[src/rtl/mux_rr.sv]
// N-to-1 channel multiplexer with explicit-select or round-robin grant and a single
// registered output stage with valid/ready handshakes on both sides.
module mux_rr #(
    parameter int unsigned N    = 8,
    parameter int unsigned W    = 8,
    parameter int unsigned SELW = $clog2(N)
) (
    input  logic            clk,
    input  logic            rst_n,
    input  logic            modo,
    input  logic [SELW-1:0] sinal,
    input  logic [N*W-1:0]  entrada,
    input  logic [N-1:0]    valido_in,
    output logic [N-1:0]    pronto_in,
    output logic [W-1:0]    saida,
    output logic            valido_out,
    input  logic            pronto_out,
    output logic [SELW-1:0] canal_out
);

    typedef enum logic {StVazio, StCheio} state_e;

    state_e          state_q, state_d;
    logic [W-1:0]    saida_q, saida_d;
    logic [SELW-1:0] canal_q, canal_d;
    logic [SELW-1:0] ptr_q, ptr_d;
    logic            load_en;
    logic            grant_vld;
    logic [SELW-1:0] grant;
    logic            xfer_in;

    // Round-robin scans downward so the nearest channel after ptr wins the overwrite.
    always_comb begin
        grant_vld = 1'b0;
        grant     = '0;
        if (!modo) begin
            for (int i = 0; i < int'(N); i++) begin
                if (int'(sinal) == i && valido_in[i]) begin
                    grant_vld = 1'b1;
                    grant     = SELW'(i);
                end
            end
        end else begin
            for (int k = int'(N); k >= 1; k--) begin
                if (valido_in[(int'(ptr_q) + k) % int'(N)]) begin
                    grant_vld = 1'b1;
                    grant     = SELW'((int'(ptr_q) + k) % int'(N));
                end
            end
        end
    end

    // rst_n gates the accepts so nothing is offered to upstream while reset is held.
    always_comb begin
        load_en   = (state_q == StVazio) || pronto_out;
        pronto_in = '0;
        if (rst_n && load_en && grant_vld) begin
            pronto_in[grant] = 1'b1;
        end
        xfer_in = |pronto_in;
    end

    always_comb begin
        state_d = state_q;
        saida_d = saida_q;
        canal_d = canal_q;
        ptr_d   = ptr_q;
        if (xfer_in) begin
            state_d = StCheio;
            saida_d = entrada[int'(grant) * int'(W) +: W];
            canal_d = grant;
            if (modo) begin
                ptr_d = grant;
            end
        end else if (pronto_out) begin
            state_d = StVazio;
        end
    end

    always_ff @(posedge clk or negedge rst_n) begin
        if (!rst_n) begin
            state_q <= StVazio;
            saida_q <= '0;
            canal_q <= '0;
            ptr_q   <= SELW'(N - 1);
        end else begin
            state_q <= state_d;
            saida_q <= saida_d;
            canal_q <= canal_d;
            ptr_q   <= ptr_d;
        end
    end

    assign saida      = saida_q;
    assign canal_out  = canal_q;
    assign valido_out = (state_q == StCheio);

endmodule

[config.mk]
export PLATFORM = sky130hd
export DESIGN_NAME = mux_rr
export DESIGN_NICKNAME = d
export VERILOG_FILES = /design/src/rtl/mux_rr.sv
export SDC_FILE = /design/constraint.sdc
export NUM_CORES = 1
export LEC_CHECK = 0
export ABC_AREA = 1
export CAP_MARGIN = 40
export CORE_MARGIN = 4
export CORE_UTILIZATION = 25
export DETAILED_ROUTE_END_ITERATION = 10
export GPL_TIMING_DRIVEN = 0
export PLACE_DENSITY = 0.53
export RECOVER_POWER = 50
export SLEW_MARGIN = 15
export SYNTH_ARGS = -nofsm -noshare
export SYNTH_HDL_FRONTEND = slang
export SYNTH_SLANG_ARGS = --single-unit
export TNS_END_PERCENT = 30
[constraint.sdc]
create_clock -name clk -period 3.3 [get_ports clk]
set_input_delay 0.66 -clock clk [delete_from_list [all_inputs] [get_ports clk]]
set_output_delay 0.66 -clock clk [all_outputs]
set_load 0.005 [all_outputs]
==> run summary <==
Die Span Y - 100 µm
Seq cells post-synth - 15
most frequent cells in the layout - nand2_1 (168), clkdlybuf4s50_1 (73), nand3_1 (49)
Leak - 0.00187 µW
R2R Path Start - ptr_q[0]
DRC viols - 0
outcome - finished with violations
sum of negative setup slack - -188 ps
CTS tree - yes
yosys warns - 0
Tmin final - 3370 ps
Max Fclk - 297 MHz
Slew Limit Fails - 0
syn_area_per_cell - 5.34 µm²
starting density of the core - 25.8%
vias per cell - 4.64
via count - 2926
number of port buffers - 98
ys flop type - dfrtp_1
critical path depth in cells - 21
fin crit share - 102%
vias in the first global route - 2746
fin area - 3780 µm²
Post-Place Setup Slack - -947 ps
FF/Latch Area - 379 µm²
worst skew pair latency - 240 ps
maximum VDD drop - 401 µV
Post-Syn Area - 2130 µm²
critical path cell sequence - inv_4 -> ha_4 -> inv_8 -> nand3_4 -> nand3_4 -> nand2_4 -> nor2_1 -> nand2_1 -> nand2_1 -> nand2_1 -> nand2_1 -> nand2_1 -> nand2_1 -> nand2_2 -> nand2_2 -> nand2_4 -> buf_6 -> nor2_4 -> inv_2 -> nor2_1 -> buf_2
Hold Crit Depth - 2
CP Launch Point - ptr_q[0]
crit-path max cell delay - 570 ps
CP most frequent cell - nand2_1
DR pass1 iterations - 4
crit path DAT - 2710 ps
crit path kind - reg2out
EDFF count, synth - 0
met1 GRT Util - 23.3%
Ant. Diodes - 0
synthesis-to-layout area growth - 77.5%
total clock buffers created by CTS - 3
total core area - 8260 µm²
setup violators final - 4
number of placed I/O pins - 99
clk sinks - 15
post-synthesis cell count - 399
Buf/Inv on CP - 5
detailed placer's ending HPWL - 6680 µm
most common cell after layout, fill and taps aside - nand2_1
antenna violations before repair - 0
multi-input logic area - 1820 µm²
Clock H-tree levels - 1
crit path to - pronto_in[3]
Worst Max-Slew Pin Slew - 689 ps
fillers - 856
Crit. End Element - output port
1st-iter DRT viols - 156
Reg2Reg Depth - 26
ys async rst share - 100%
clk buf depth - 2
CP Launch Type - flip-flop
post-synthesis sequential area ratio - 17.8%
DIE AREA - 10100 µm²
wire per inst - 13.9 µm
PwrDens - 1130 nW/µm²
GRT overflow - 0
DRT antenna net count - 0
row count - 33
Hold Fails Final Rpt - 0
Clock Skew - 0.592 ps
reg2reg end - saida[7]
drt total wl - 8790 µm
critical path required time - 2640 ps
max cap viols - 0
Placer Congestion - 0.853
failing checks - setup timing
Final #Nets - 608
post-route setup slack - -69.9 ps
placed cell area - 3240 µm²
largest net degree at the start of global routing - 18
reg2reg setup slack - 300 ps
hold buffer count at CTS - 0
crit-path max FO - 10
clk slew on worst S/H paths - 60 ps
worst hold path type - reg2reg
total power - 4280 µW
share of cells above drive strength 1 - 23.4%
gr usage total - 16.4%
CTS root buffer - clkbuf_8
met3 Use GR - 1.53%
RSZ-0062 raised after global routing - true
delay-heaviest family, CP - simple AND/OR/NAND/NOR gates
GR Util met2 - 26.4%
GRT busiest layer - met2
syn_nets - 480
first-pass GRT wire length - 13300 µm
Distinct cells, synth - 27
die width - 100 µm
Slew Limit Headroom - 54.1%
Critical-path top delay cell - dfstp_2
-- power breakdown --
part,switching (µW),internal [µW]
Clock,56.0,85.1
Combinational,2210,1590
Sequential,47.7,284
-- flip-flops by register name, summed over array words and instances (netlist names) --
register	count
canal_out	3
saida	8
ptr_q	3
valido_out	1
-- synth_stat cells, types with 2 or more instances --
cell type  instances  area [µm²]
nand2_2            7        43.8
nor2_2             2        12.5
nand2_4            2        22.5
nand3_1           67         335
inv_2              6        22.5
ha_1               2        25.0
dfstp_2            3        78.8
a31oi_1            4        25.0
a21oi_1            9        45.0
inv_1             22        82.6
nor2_1            39         146
o21ai_0            7        35.0
nand2_1          189         709
buf_6              6        67.6
buf_2              2        10.0
nand4_1            5        31.3
dfrtp_1           12         300
buf_4              6        45.0
-- worst reg2reg max path: cells and delay by family, from the launching register on --
family                   cells  cell delay, ps
adder cells (fa/ha/maj)      1             330
flip-flops                   1             570
buffers and inverters        6             710
AND/OR/NAND/NOR             19            1290
-- cell type report --
cell class / instances / area share (%)
tap: 105 / 3.47
inverter: 30 / 3.77
sequential: 15 / 10.0
buffer: 11 / 3.18
timing repair buffer: 126 / 30.3
clock buffer: 4 / 1.19
multi-input combinational: 340 / 48.1
-- layer usage --
layer / part of all wire [%] / routed length [µm] / vias to the layer above
li1: - / - / 1526
met1: 44 / 3910 / 1290
met2: 47 / 4130 / 97
met3: 6.7 / 592 / 13
met4: 1.8 / 156 / 0
met5: 0 / 0 / -
-- logic make-up after synthesis --
kind of cell    Yosys count  synth area share [%]
simple gates            314                  62.7
xor+xnor                  1                  1.29
fa+ha+maj                 2                  1.17
buf+inv                  44                  11.2
flops                    15                  17.8
compound gates           23                  5.93
-- metrics by stage --
stage	utilization, %	cells	hold WS, ps
3_5_place_dp	39.3	602	464
6_report	45.8	631	468
2_1_floorplan	-	399	364
4_1_cts	44.3	628	480
3_3_place_gp	39.3	602	462
5_1_grt	45.8	631	490
-- timing repair --
| item | in CTS | in global routing |
|---|---|---|
| pin swaps | 23 | 22 |
| resized for setup | 97 | 29 |
| endpoints found under the setup margin | 8 | 8 |
| cloned | 0 | 0 |
| buffers inserted | 24 | 5 |
-- worst min path at each step --
stage              from           end
2_1_floorplan     rst_n  canal_out[0]
3_3_place_gp   saida[7]      saida[7]
3_5_place_dp   saida[7]      saida[7]
4_1_cts        saida[7]      saida[7]
5_1_grt        saida[7]      saida[7]
6_report       saida[7]      saida[7]
Note: power is estimated with default switching activity, not from simulation.
